<file path="src/rtl/azadi_trap_ctrl_pkg.sv">
// rtl/azadi_trap_ctrl_pkg.sv - types, cause codes and FSM encodings for the azadi trap controller
package azadi_trap_ctrl_pkg;

    typedef struct packed {
        logic        irq_software;
        logic        irq_timer;
        logic        irq_external;
        logic [14:0] irq_fast;
    } irqs_t;

    typedef enum logic [1:0] {
        PRIV_LVL_U = 2'b00,
        PRIV_LVL_S = 2'b01,
        PRIV_LVL_H = 2'b10,
        PRIV_LVL_M = 2'b11
    } priv_lvl_e;

    typedef enum logic [2:0] {
        PC_BOOT = 3'd0,
        PC_JUMP = 3'd1,
        PC_EXC  = 3'd2,
        PC_ERET = 3'd3,
        PC_DRET = 3'd4
    } pc_sel_e;

    typedef enum logic [1:0] {
        EXC_PC_EXC     = 2'd0,
        EXC_PC_IRQ     = 2'd1,
        EXC_PC_DBD     = 2'd2,
        EXC_PC_DBG_EXC = 2'd3
    } exc_pc_sel_e;

    typedef enum logic [2:0] {
        DBG_CAUSE_NONE    = 3'd0,
        DBG_CAUSE_EBREAK  = 3'd1,
        DBG_CAUSE_TRIGGER = 3'd2,
        DBG_CAUSE_HALTREQ = 3'd3,
        DBG_CAUSE_STEP    = 3'd4
    } dbg_cause_e;

    typedef logic [2:0] ctrl_fsm_e;
    localparam ctrl_fsm_e CTRL_RESET     = 3'd0;
    localparam ctrl_fsm_e CTRL_BOOT_SET  = 3'd1;
    localparam ctrl_fsm_e CTRL_DECODE    = 3'd2;
    localparam ctrl_fsm_e CTRL_FLUSH     = 3'd3;
    localparam ctrl_fsm_e CTRL_IRQ_TAKEN = 3'd4;
    localparam ctrl_fsm_e CTRL_DBG_TAKEN = 3'd5;

    // What the FLUSH cycle has to do, decided when the sync event is accepted
    typedef logic [2:0] flush_kind_e;
    localparam flush_kind_e FLUSH_EXC      = 3'd0;
    localparam flush_kind_e FLUSH_EXC_DBG  = 3'd1;
    localparam flush_kind_e FLUSH_EBRK_DBG = 3'd2;
    localparam flush_kind_e FLUSH_MRET     = 3'd3;
    localparam flush_kind_e FLUSH_DRET     = 3'd4;

    localparam logic [5:0] EXC_CAUSE_INSN_ADDR_FAULT  = 6'h01;
    localparam logic [5:0] EXC_CAUSE_ILLEGAL_INSN     = 6'h02;
    localparam logic [5:0] EXC_CAUSE_BREAKPOINT       = 6'h03;
    localparam logic [5:0] EXC_CAUSE_LOAD_ACCESS      = 6'h05;
    localparam logic [5:0] EXC_CAUSE_STORE_ACCESS     = 6'h07;
    localparam logic [5:0] EXC_CAUSE_ECALL_UMODE      = 6'h08;
    localparam logic [5:0] EXC_CAUSE_ECALL_MMODE      = 6'h0B;
    localparam logic [5:0] EXC_CAUSE_IRQ_SOFTWARE_M   = {1'b1, 5'd3};
    localparam logic [5:0] EXC_CAUSE_IRQ_TIMER_M      = {1'b1, 5'd7};
    localparam logic [5:0] EXC_CAUSE_IRQ_EXTERNAL_M   = {1'b1, 5'd11};
    localparam logic [5:0] EXC_CAUSE_IRQ_FAST_0       = {1'b1, 5'd16};
    localparam logic [5:0] EXC_CAUSE_IRQ_NM           = {1'b1, 5'd31};

endpackage

</file>
<file path="src/rtl/azadi_trap_ctrl_if.sv">
// rtl/azadi_trap_ctrl_if.sv - ID-stage event inputs and PC/CSR redirect outputs of the trap controller
interface azadi_trap_ctrl_if;
    import azadi_trap_ctrl_pkg::*;

    logic        fetch_en_i;
    logic        instr_valid_i;
    logic        instr_fetch_err_i;
    logic        illegal_insn_i;
    logic        ecall_insn_i;
    logic        ebreak_insn_i;
    logic        mret_insn_i;
    logic        dret_insn_i;
    logic        lsu_load_err_i;
    logic        lsu_store_err_i;
    irqs_t       irqs_i;
    logic        irq_nm_i;
    logic        csr_mstatus_mie_i;
    irqs_t       csr_mie_i;
    priv_lvl_e   priv_mode_i;
    logic        debug_req_i;
    logic        instr_req_o;
    logic        pc_set_o;
    pc_sel_e     pc_mux_o;
    exc_pc_sel_e exc_pc_mux_o;
    logic [5:0]  exc_cause_o;
    logic        csr_save_cause_o;
    logic        csr_restore_mret_o;
    logic        csr_restore_dret_o;
    logic        flush_id_o;
    logic        debug_mode_o;
    dbg_cause_e  debug_cause_o;
    logic        ctrl_busy_o;

    modport slave (
        input  fetch_en_i, instr_valid_i, instr_fetch_err_i, illegal_insn_i, ecall_insn_i,
               ebreak_insn_i, mret_insn_i, dret_insn_i, lsu_load_err_i, lsu_store_err_i,
               irqs_i, irq_nm_i, csr_mstatus_mie_i, csr_mie_i, priv_mode_i, debug_req_i,
        output instr_req_o, pc_set_o, pc_mux_o, exc_pc_mux_o, exc_cause_o, csr_save_cause_o,
               csr_restore_mret_o, csr_restore_dret_o, flush_id_o, debug_mode_o,
               debug_cause_o, ctrl_busy_o
    );

    modport master (
        output fetch_en_i, instr_valid_i, instr_fetch_err_i, illegal_insn_i, ecall_insn_i,
               ebreak_insn_i, mret_insn_i, dret_insn_i, lsu_load_err_i, lsu_store_err_i,
               irqs_i, irq_nm_i, csr_mstatus_mie_i, csr_mie_i, priv_mode_i, debug_req_i,
        input  instr_req_o, pc_set_o, pc_mux_o, exc_pc_mux_o, exc_cause_o, csr_save_cause_o,
               csr_restore_mret_o, csr_restore_dret_o, flush_id_o, debug_mode_o,
               debug_cause_o, ctrl_busy_o
    );

endinterface

</file>
<file path="src/rtl/azadi_trap_ctrl_irq_prio.sv">
// rtl/azadi_trap_ctrl_irq_prio.sv - interrupt pending detection and cause priority encoder
module azadi_irq_prio
    import azadi_trap_ctrl_pkg::*;
(
    input  irqs_t      irqs_i,
    input  irqs_t      csr_mie_i,
    input  logic       mie_i,
    input  logic       irq_nm_i,
    input  logic       debug_mode_i,
    output logic       irq_pending_o,
    output logic [5:0] irq_cause_o
);

    irqs_t irq_en;

    always_comb begin
        irq_en        = irqs_t'(irqs_i & csr_mie_i);
        irq_pending_o = !debug_mode_i && (irq_nm_i || (mie_i && (|irq_en)));
        irq_cause_o   = '0;
        if (irq_nm_i) begin
            irq_cause_o = EXC_CAUSE_IRQ_NM;
        end else if (|irq_en.irq_fast) begin
            // Walk downwards so the lowest-numbered fast line wins
            for (int i = 14; i >= 0; i--) begin
                if (irq_en.irq_fast[i]) begin
                    irq_cause_o = EXC_CAUSE_IRQ_FAST_0 + 6'(i);
                end
            end
        end else if (irq_en.irq_external) begin
            irq_cause_o = EXC_CAUSE_IRQ_EXTERNAL_M;
        end else if (irq_en.irq_software) begin
            irq_cause_o = EXC_CAUSE_IRQ_SOFTWARE_M;
        end else if (irq_en.irq_timer) begin
            irq_cause_o = EXC_CAUSE_IRQ_TIMER_M;
        end
    end

endmodule

</file>
<file path="src/rtl/azadi_trap_ctrl.sv">
// rtl/azadi_trap_ctrl.sv - trap/PC-redirect FSM: boot, exceptions, interrupts, mret/dret, debug entry
module azadi_trap_ctrl
    import azadi_trap_ctrl_pkg::*;
#(
    parameter bit DebugEn = 1'b1
) (
    input  logic           clk_i,
    input  logic           rst_ni,
    azadi_trap_ctrl_if.slave bus
);

    ctrl_fsm_e   state_q, state_d;
    flush_kind_e flush_kind_q, flush_kind_d;
    logic [5:0]  exc_cause_q, exc_cause_d;
    logic        debug_mode_q, debug_mode_d;
    dbg_cause_e  debug_cause_q, debug_cause_d;

    logic        irq_pending;
    logic [5:0]  irq_cause;
    logic        sync_evt;
    flush_kind_e sync_kind;
    logic [5:0]  sync_cause;
    logic        dbg_take;

    azadi_irq_prio u_irq_prio (
        .irqs_i        (bus.irqs_i),
        .csr_mie_i     (bus.csr_mie_i),
        .mie_i         (bus.csr_mstatus_mie_i),
        .irq_nm_i      (bus.irq_nm_i),
        .debug_mode_i  (debug_mode_q),
        .irq_pending_o (irq_pending),
        .irq_cause_o   (irq_cause)
    );

    always_comb begin
        sync_evt   = 1'b1;
        sync_kind  = FLUSH_EXC;
        sync_cause = '0;
        if (bus.instr_fetch_err_i) begin
            sync_cause = EXC_CAUSE_INSN_ADDR_FAULT;
        end else if (bus.illegal_insn_i) begin
            sync_cause = EXC_CAUSE_ILLEGAL_INSN;
        end else if (bus.ecall_insn_i) begin
            sync_cause = (bus.priv_mode_i == PRIV_LVL_M) ? EXC_CAUSE_ECALL_MMODE
                                                         : EXC_CAUSE_ECALL_UMODE;
        end else if (bus.ebreak_insn_i) begin
            sync_cause = EXC_CAUSE_BREAKPOINT;
            if (debug_mode_q) sync_kind = FLUSH_EBRK_DBG;
        end else if (bus.lsu_load_err_i) begin
            sync_cause = EXC_CAUSE_LOAD_ACCESS;
        end else if (bus.lsu_store_err_i) begin
            sync_cause = EXC_CAUSE_STORE_ACCESS;
        end else if (bus.mret_insn_i) begin
            if (bus.priv_mode_i == PRIV_LVL_U) sync_cause = EXC_CAUSE_ILLEGAL_INSN;
            else                               sync_kind  = FLUSH_MRET;
        end else if (bus.dret_insn_i) begin
            if (DebugEn && debug_mode_q) sync_kind  = FLUSH_DRET;
            else                         sync_cause = EXC_CAUSE_ILLEGAL_INSN;
        end else begin
            sync_evt = 1'b0;
        end
        // Exceptions raised inside debug mode re-enter the debug exception vector unsaved
        if (sync_kind == FLUSH_EXC && debug_mode_q) sync_kind = FLUSH_EXC_DBG;
    end

    assign dbg_take = DebugEn && bus.debug_req_i && !debug_mode_q;

    always_comb begin
        state_d       = state_q;
        flush_kind_d  = flush_kind_q;
        exc_cause_d   = exc_cause_q;
        debug_mode_d  = debug_mode_q;
        debug_cause_d = debug_cause_q;
        case (state_q)
            CTRL_RESET:    if (bus.fetch_en_i) state_d = CTRL_BOOT_SET;
            CTRL_BOOT_SET: state_d = CTRL_DECODE;
            CTRL_DECODE: begin
                if (dbg_take) begin
                    state_d       = CTRL_DBG_TAKEN;
                    debug_cause_d = DBG_CAUSE_HALTREQ;
                end else if (bus.instr_valid_i && sync_evt) begin
                    state_d      = CTRL_FLUSH;
                    flush_kind_d = sync_kind;
                    if (sync_kind != FLUSH_MRET && sync_kind != FLUSH_DRET) exc_cause_d = sync_cause;
                end else if (irq_pending) begin
                    state_d     = CTRL_IRQ_TAKEN;
                    exc_cause_d = irq_cause;
                end
            end
            CTRL_FLUSH: begin
                state_d = CTRL_DECODE;
                if (flush_kind_q == FLUSH_DRET) debug_mode_d = 1'b0;
            end
            CTRL_IRQ_TAKEN: state_d = CTRL_DECODE;
            CTRL_DBG_TAKEN: begin
                state_d      = CTRL_DECODE;
                debug_mode_d = 1'b1;
            end
            default: state_d = CTRL_RESET;
        endcase
    end

    always_ff @(posedge clk_i) begin
        if (!rst_ni) begin
            state_q       <= CTRL_RESET;
            flush_kind_q  <= FLUSH_EXC;
            exc_cause_q   <= '0;
            debug_mode_q  <= 1'b0;
            debug_cause_q <= DBG_CAUSE_NONE;
        end else begin
            state_q       <= state_d;
            flush_kind_q  <= flush_kind_d;
            exc_cause_q   <= exc_cause_d;
            debug_mode_q  <= debug_mode_d;
            debug_cause_q <= debug_cause_d;
        end
    end

    always_comb begin
        bus.instr_req_o        = (state_q != CTRL_RESET);
        bus.ctrl_busy_o        = (state_q != CTRL_RESET);
        bus.pc_set_o           = 1'b0;
        bus.pc_mux_o           = PC_BOOT;
        bus.exc_pc_mux_o       = EXC_PC_EXC;
        bus.csr_save_cause_o   = 1'b0;
        bus.csr_restore_mret_o = 1'b0;
        bus.csr_restore_dret_o = 1'b0;
        bus.flush_id_o         = 1'b0;
        bus.exc_cause_o        = exc_cause_q;
        bus.debug_mode_o       = debug_mode_q;
        bus.debug_cause_o      = debug_cause_q;
        case (state_q)
            CTRL_BOOT_SET: bus.pc_set_o = 1'b1;
            CTRL_FLUSH: begin
                bus.pc_set_o   = 1'b1;
                bus.flush_id_o = 1'b1;
                bus.pc_mux_o   = PC_EXC;
                case (flush_kind_q)
                    FLUSH_EXC:      bus.csr_save_cause_o = 1'b1;
                    FLUSH_EXC_DBG:  bus.exc_pc_mux_o     = EXC_PC_DBG_EXC;
                    FLUSH_EBRK_DBG: bus.exc_pc_mux_o     = EXC_PC_DBD;
                    FLUSH_MRET: begin
                        bus.pc_mux_o           = PC_ERET;
                        bus.csr_restore_mret_o = 1'b1;
                    end
                    FLUSH_DRET: begin
                        bus.pc_mux_o           = PC_DRET;
                        bus.csr_restore_dret_o = 1'b1;
                    end
                    default: ;
                endcase
            end
            CTRL_IRQ_TAKEN: begin
                bus.pc_set_o         = 1'b1;
                bus.flush_id_o       = 1'b1;
                bus.pc_mux_o         = PC_EXC;
                bus.exc_pc_mux_o     = EXC_PC_IRQ;
                bus.csr_save_cause_o = 1'b1;
            end
            CTRL_DBG_TAKEN: begin
                bus.pc_set_o     = 1'b1;
                bus.flush_id_o   = 1'b1;
                bus.pc_mux_o     = PC_EXC;
                bus.exc_pc_mux_o = EXC_PC_DBD;
            end
            default: ;
        endcase
    end

endmodule

</file>
<file path="src/flat_wrapper.sv">
// flat-port wrapper written by rule: the top's interface ports become plain ports
module azadi_trap_ctrl_flat import azadi_trap_ctrl_pkg::*;
#(
    parameter bit DebugEn = 1'b1
)
  (clk_i, rst_ni, bus_fetch_en_i, bus_instr_valid_i, bus_instr_fetch_err_i, bus_illegal_insn_i, bus_ecall_insn_i, bus_ebreak_insn_i, bus_mret_insn_i, bus_dret_insn_i, bus_lsu_load_err_i, bus_lsu_store_err_i, bus_irqs_i, bus_irq_nm_i, bus_csr_mstatus_mie_i, bus_csr_mie_i, bus_priv_mode_i, bus_debug_req_i, bus_instr_req_o, bus_pc_set_o, bus_pc_mux_o, bus_exc_pc_mux_o, bus_exc_cause_o, bus_csr_save_cause_o, bus_csr_restore_mret_o, bus_csr_restore_dret_o, bus_flush_id_o, bus_debug_mode_o, bus_debug_cause_o, bus_ctrl_busy_o);
  azadi_trap_ctrl_if bus_i ();
  input  logic clk_i;
  input  logic rst_ni;
  input wire logic [$bits(bus_i.fetch_en_i)-1:0] bus_fetch_en_i;
  input wire logic [$bits(bus_i.instr_valid_i)-1:0] bus_instr_valid_i;
  input wire logic [$bits(bus_i.instr_fetch_err_i)-1:0] bus_instr_fetch_err_i;
  input wire logic [$bits(bus_i.illegal_insn_i)-1:0] bus_illegal_insn_i;
  input wire logic [$bits(bus_i.ecall_insn_i)-1:0] bus_ecall_insn_i;
  input wire logic [$bits(bus_i.ebreak_insn_i)-1:0] bus_ebreak_insn_i;
  input wire logic [$bits(bus_i.mret_insn_i)-1:0] bus_mret_insn_i;
  input wire logic [$bits(bus_i.dret_insn_i)-1:0] bus_dret_insn_i;
  input wire logic [$bits(bus_i.lsu_load_err_i)-1:0] bus_lsu_load_err_i;
  input wire logic [$bits(bus_i.lsu_store_err_i)-1:0] bus_lsu_store_err_i;
  input wire logic [$bits(bus_i.irqs_i)-1:0] bus_irqs_i;
  input wire logic [$bits(bus_i.irq_nm_i)-1:0] bus_irq_nm_i;
  input wire logic [$bits(bus_i.csr_mstatus_mie_i)-1:0] bus_csr_mstatus_mie_i;
  input wire logic [$bits(bus_i.csr_mie_i)-1:0] bus_csr_mie_i;
  input wire logic [$bits(bus_i.priv_mode_i)-1:0] bus_priv_mode_i;
  input wire logic [$bits(bus_i.debug_req_i)-1:0] bus_debug_req_i;
  output wire logic [$bits(bus_i.instr_req_o)-1:0] bus_instr_req_o;
  output wire logic [$bits(bus_i.pc_set_o)-1:0] bus_pc_set_o;
  output wire logic [$bits(bus_i.pc_mux_o)-1:0] bus_pc_mux_o;
  output wire logic [$bits(bus_i.exc_pc_mux_o)-1:0] bus_exc_pc_mux_o;
  output wire logic [$bits(bus_i.exc_cause_o)-1:0] bus_exc_cause_o;
  output wire logic [$bits(bus_i.csr_save_cause_o)-1:0] bus_csr_save_cause_o;
  output wire logic [$bits(bus_i.csr_restore_mret_o)-1:0] bus_csr_restore_mret_o;
  output wire logic [$bits(bus_i.csr_restore_dret_o)-1:0] bus_csr_restore_dret_o;
  output wire logic [$bits(bus_i.flush_id_o)-1:0] bus_flush_id_o;
  output wire logic [$bits(bus_i.debug_mode_o)-1:0] bus_debug_mode_o;
  output wire logic [$bits(bus_i.debug_cause_o)-1:0] bus_debug_cause_o;
  output wire logic [$bits(bus_i.ctrl_busy_o)-1:0] bus_ctrl_busy_o;
  assign bus_i.fetch_en_i = bus_fetch_en_i;
  assign bus_i.instr_valid_i = bus_instr_valid_i;
  assign bus_i.instr_fetch_err_i = bus_instr_fetch_err_i;
  assign bus_i.illegal_insn_i = bus_illegal_insn_i;
  assign bus_i.ecall_insn_i = bus_ecall_insn_i;
  assign bus_i.ebreak_insn_i = bus_ebreak_insn_i;
  assign bus_i.mret_insn_i = bus_mret_insn_i;
  assign bus_i.dret_insn_i = bus_dret_insn_i;
  assign bus_i.lsu_load_err_i = bus_lsu_load_err_i;
  assign bus_i.lsu_store_err_i = bus_lsu_store_err_i;
  assign bus_i.irqs_i = bus_irqs_i;
  assign bus_i.irq_nm_i = bus_irq_nm_i;
  assign bus_i.csr_mstatus_mie_i = bus_csr_mstatus_mie_i;
  assign bus_i.csr_mie_i = bus_csr_mie_i;
  assign bus_i.priv_mode_i = bus_priv_mode_i;
  assign bus_i.debug_req_i = bus_debug_req_i;
  assign bus_instr_req_o = bus_i.instr_req_o;
  assign bus_pc_set_o = bus_i.pc_set_o;
  assign bus_pc_mux_o = bus_i.pc_mux_o;
  assign bus_exc_pc_mux_o = bus_i.exc_pc_mux_o;
  assign bus_exc_cause_o = bus_i.exc_cause_o;
  assign bus_csr_save_cause_o = bus_i.csr_save_cause_o;
  assign bus_csr_restore_mret_o = bus_i.csr_restore_mret_o;
  assign bus_csr_restore_dret_o = bus_i.csr_restore_dret_o;
  assign bus_flush_id_o = bus_i.flush_id_o;
  assign bus_debug_mode_o = bus_i.debug_mode_o;
  assign bus_debug_cause_o = bus_i.debug_cause_o;
  assign bus_ctrl_busy_o = bus_i.ctrl_busy_o;
  azadi_trap_ctrl #(.DebugEn(DebugEn)) u_core (.clk_i(clk_i), .rst_ni(rst_ni), .bus(bus_i));
endmodule
</file>
<file path="config.mk">
export PLATFORM = sky130hd
export DESIGN_NAME = azadi_trap_ctrl_flat
export DESIGN_NICKNAME = d
export VERILOG_FILES = /design/src/rtl/azadi_trap_ctrl_pkg.sv /design/src/rtl/azadi_trap_ctrl_if.sv /design/src/rtl/azadi_trap_ctrl_irq_prio.sv /design/src/rtl/azadi_trap_ctrl.sv /design/src/flat_wrapper.sv
export SDC_FILE = /design/constraint.sdc
export NUM_CORES = 1
export LEC_CHECK = 0
export BUFFER_PORTS_ARGS = -buffer_cell sky130_fd_sc_hd__buf_2
export CAP_MARGIN = 20
export CORE_MARGIN = 1
export CORE_UTILIZATION = 40
export DETAILED_ROUTE_END_ITERATION = 10
export PLACE_DENSITY = 0.74
export SLEW_MARGIN = 5
export SYNTH_ARGS = -nofsm -noshare
export SYNTH_HDL_FRONTEND = slang
export SYNTH_SLANG_ARGS = --single-unit
export TNS_END_PERCENT = 1
</file>
<file path="constraint.sdc">
create_clock -name clk_i -period 2.8 [get_ports clk_i]
set_input_delay 0.28 -clock clk_i [delete_from_list [all_inputs] [get_ports clk_i]]
set_output_delay 0.28 -clock clk_i [all_outputs]
set_load 0.02 [all_outputs]
</file>
==> flow_metrics.py <==
metrics = {
    "die": {
        "coreArea_um2": 3050,
        "placementRows": 20,
        "die_w_um": 58.8,
        "num_io_pins": 75,
        "die_h_um": 58.8,
        "dieArea_um2": 3460,
        "start_util": 0.423,
    },
    "final_layout": {
        "layout-drive-gt1-share": 0.395,
        "diodes": 0,
        "mostFrequentLayoutCells": "buf_2, nand2_1, dfxtp_1, nor2_1, o21ai_0",
        "fill_cells": 306,
        "final_cells": 277,
        "final_common_cell": "buf_2",
        "area_growth_pct": 32.8,
        "multi_input_area_um2": 953,
        "final-seq-area_um2": 280,
        "final_core_util": 0.561,
        "nNetsFinal": 287,
    },
    "synthesis": {
        "avgSynthCellArea_um2": 7.96,
        "post_synth_num_cell_types": 61,
        "ys_ff_latch": 14,
        "synth_warnings": 0,
        "seq_area_frac_synth": 0.217,
        "syn-cell-area_um2": 1290,
        "postSynthCellCount": 162,
        "synth_ff_type": "dfxtp_1",
        "synth_nets": 215,
        "synthArstFlopShare": 0,
        "synth_edf_count": 0,
    },
    "timing": {
        "slew_headroom": 0.661,
        "timing.fmax_mhz": 488,
        "finalMaxSlewViolations": 0,
        "fin_tns_setup_ns": 0,
        "grt_setup_unrepaired": "no",
        "period_share": 0.732,
        "tightest_slew_ns": 0.508,
        "period_minus_slack_ns": 2.05,
        "setup_violations": 0,
        "clock-skew-final_ns": 0.00657,
        "finalHoldViolations": 0,
    },
    "worst_setup_path": {
        "worstPathRequired_ns": 2.52,
        "ff2ff_setup_slack_ns": 1.04,
        "critPathKind": "flop to primary output",
        "crit_fanout": 5,
        "end_kind": "primary output",
        "arrival_ns": 1.77,
        "crit_path_start_kind": "flop",
    },
    "drt": {
        "drtAntennaViolNets": 0,
        "vias": 1557,
        "viasPerCell": 5.62,
        "wl_per_cell_um": 13.1,
        "drtIter0Drc": 101,
        "post-route-drc-count": 0,
        "dr.pass1.iters": 4,
        "wirelength_um": 3630,
    },
    "clocking": {
        "cts.htree.levels": 1,
        "cts.sinks": 14,
        "numCtsBuffers": 3,
        "cts-root-buf": "clkbuf_4",
        "cts.path.max_buffers": 2,
        "clkTransAtPathRegs_ns": 0.09,
        "cts_tree": "built",
        "cts_resized": 0,
        "cts.hold.buffers_added": 0,
        "clkLatencyLatePin_ns": 0.29,
        "cts_setup_buffers": 0,
    },
    "global_routing": {
        "grt_overflow": 0,
        "grt_max_degree": 14,
        "grt_pass1_vias": 1406,
        "grt_antenna_before_repair": 0,
        "grt_usage": 0.215,
        "grt_pass1_wl_um": 5870,
    },
    "placement": {
        "gp_congestion": 0.852,
        "port_buffers": 73,
        "place_hpwl_um": 2960,
        "dp_cells": 273,
    },
    "min_path": {
        "min_path_type": "input port to flop",
    },
    "outcome": {
        "status": "completed",
    },
    "flow_run": {
        "drv_cap": 0,
    },
    "pwr": {
        "intPower_uw": 365,
        "ir_drop_mv": 0.131,
        "p_comb_frac": 0.340,
        "p_seq_frac": 0.390,
        "power_switching_uw": 187,
        "netSwitchingFraction": 0.338,
        "p_per_area_nw_per_um2": 322,
        "p_clk_frac": 0.270,
        "leakage_nw": 0.777,
    },
}
[power by group through the flow]
stage	Combinational (mW)	Sequential, mW	Clock (mW)
after floorplan	0.109	0.220	0
after global placement	0.186	0.219	0
after detailed placement	0.186	0.220	0
after CTS	0.187	0.215	0.150
after global routing	0.208	0.216	0.155
final	0.188	0.215	0.149
[per-layer routing]
metal	wire, um	part of all wire	GRT usage
met1	1630	0.45	0.266
met5	0	0	0
met3	202	0.056	0.0242
met4	27	0.0074	0.0646
met2	1770	0.49	0.390
[path summary, 6_finish.rpt]
check / from / end / depth (start not counted)
setup reg to reg: u_core.state_q[2]$_SDFFE_PN0P_ / u_core.bus.exc_cause_o[3]$_SDFFE_PN0P_ / 5
setup / recovery: u_core.flush_kind_q[0]$_SDFFE_PN0P_ / bus_exc_pc_mux_o[1] / 4
hold / removal: bus_fetch_en_i / u_core.state_q[0]$_SDFFE_PN0P_ / 3
hold reg to reg: u_core.bus.exc_cause_o[3]$_SDFFE_PN0P_ / u_core.bus.exc_cause_o[3]$_SDFFE_PN0P_ / 2
[state kept, by name (all words and copies together), names as in the netlist]
name,flops
u_core.flush_kind_q,3
u_core.bus.debug_mode_o,1
u_core.bus.exc_cause_o,6
u_core.bus.debug_cause_o,1
u_core.state_q,3
[cell usage after synthesis (all sizes together), types with 2 or more instances]
cell,n,area share
a21oi,8,0.031
or3,4,0.019
nand2,17,0.049
o22a,2,0.014
nor2b,4,0.019
nor3,7,0.027
a31oi,3,0.026
o221ai,2,0.018
o21ai,10,0.039
a32o,2,0.016
a311oi,2,0.014
nand2b,2,0.0097
buf,3,0.017
dfxtp,14,0.22
o211a,2,0.016
a222oi,3,0.023
inv,6,0.017
clkbuf,3,0.0087
o31ai,2,0.012
a22oi,6,0.053
nor4b,2,0.014
nor2,13,0.040
o211ai,4,0.023
a22o,3,0.020
and2,4,0.020
nand3b,3,0.017
nor4,3,0.038
nand4,3,0.019
o311a,2,0.016
o22ai,2,0.0097
[cells by family (layout without fill, tap and decap cells)]
kind of cell,Yosys count,in the layout,share of synthesized area
flops,14,14,0.217
xor+xnor,1,1,0.00679
compound gates,64,64,0.404
buf+inv,12,83,0.0436
mux,1,1,0.00776
other cells,1,1,0.00291
simple gates,69,69,0.318
[worst max-delay path, cell delays in order (launching register included)]
cell and delay, ns:
dfxtp_1 0.43, xnor2_1 0.10, or4b_2 0.60, a21oi_1 0.17, buf_2 0.18
[through the flow]
stage / instance area, um2 / hold slack [ns] / power [mW] / worst slack, ns
3_3_place_gp: 1680 / 0.485 / 0.405 / 0.935
6_report: 1710 / 0.265 / 0.552 / 0.749
4_1_cts: 1710 / 0.263 / 0.552 / 0.763
5_1_grt: 1710 / 0.310 / 0.579 / 0.676
3_5_place_dp: 1680 / 0.480 / 0.406 / 0.884
2_1_floorplan: 1290 / 0.425 / 0.329 / 1.00
[layout make-up]
| class | instances | area share |
|---|---|---|
| clock buffer | 4 | 0.0212 |
| multi-input combinational | 136 | 0.557 |
| timing repair buffer | 73 | 0.213 |
| tap | 44 | 0.0321 |
| sequential | 14 | 0.164 |
| inverter | 6 | 0.0131 |
(Power assumes the default switching activity.)
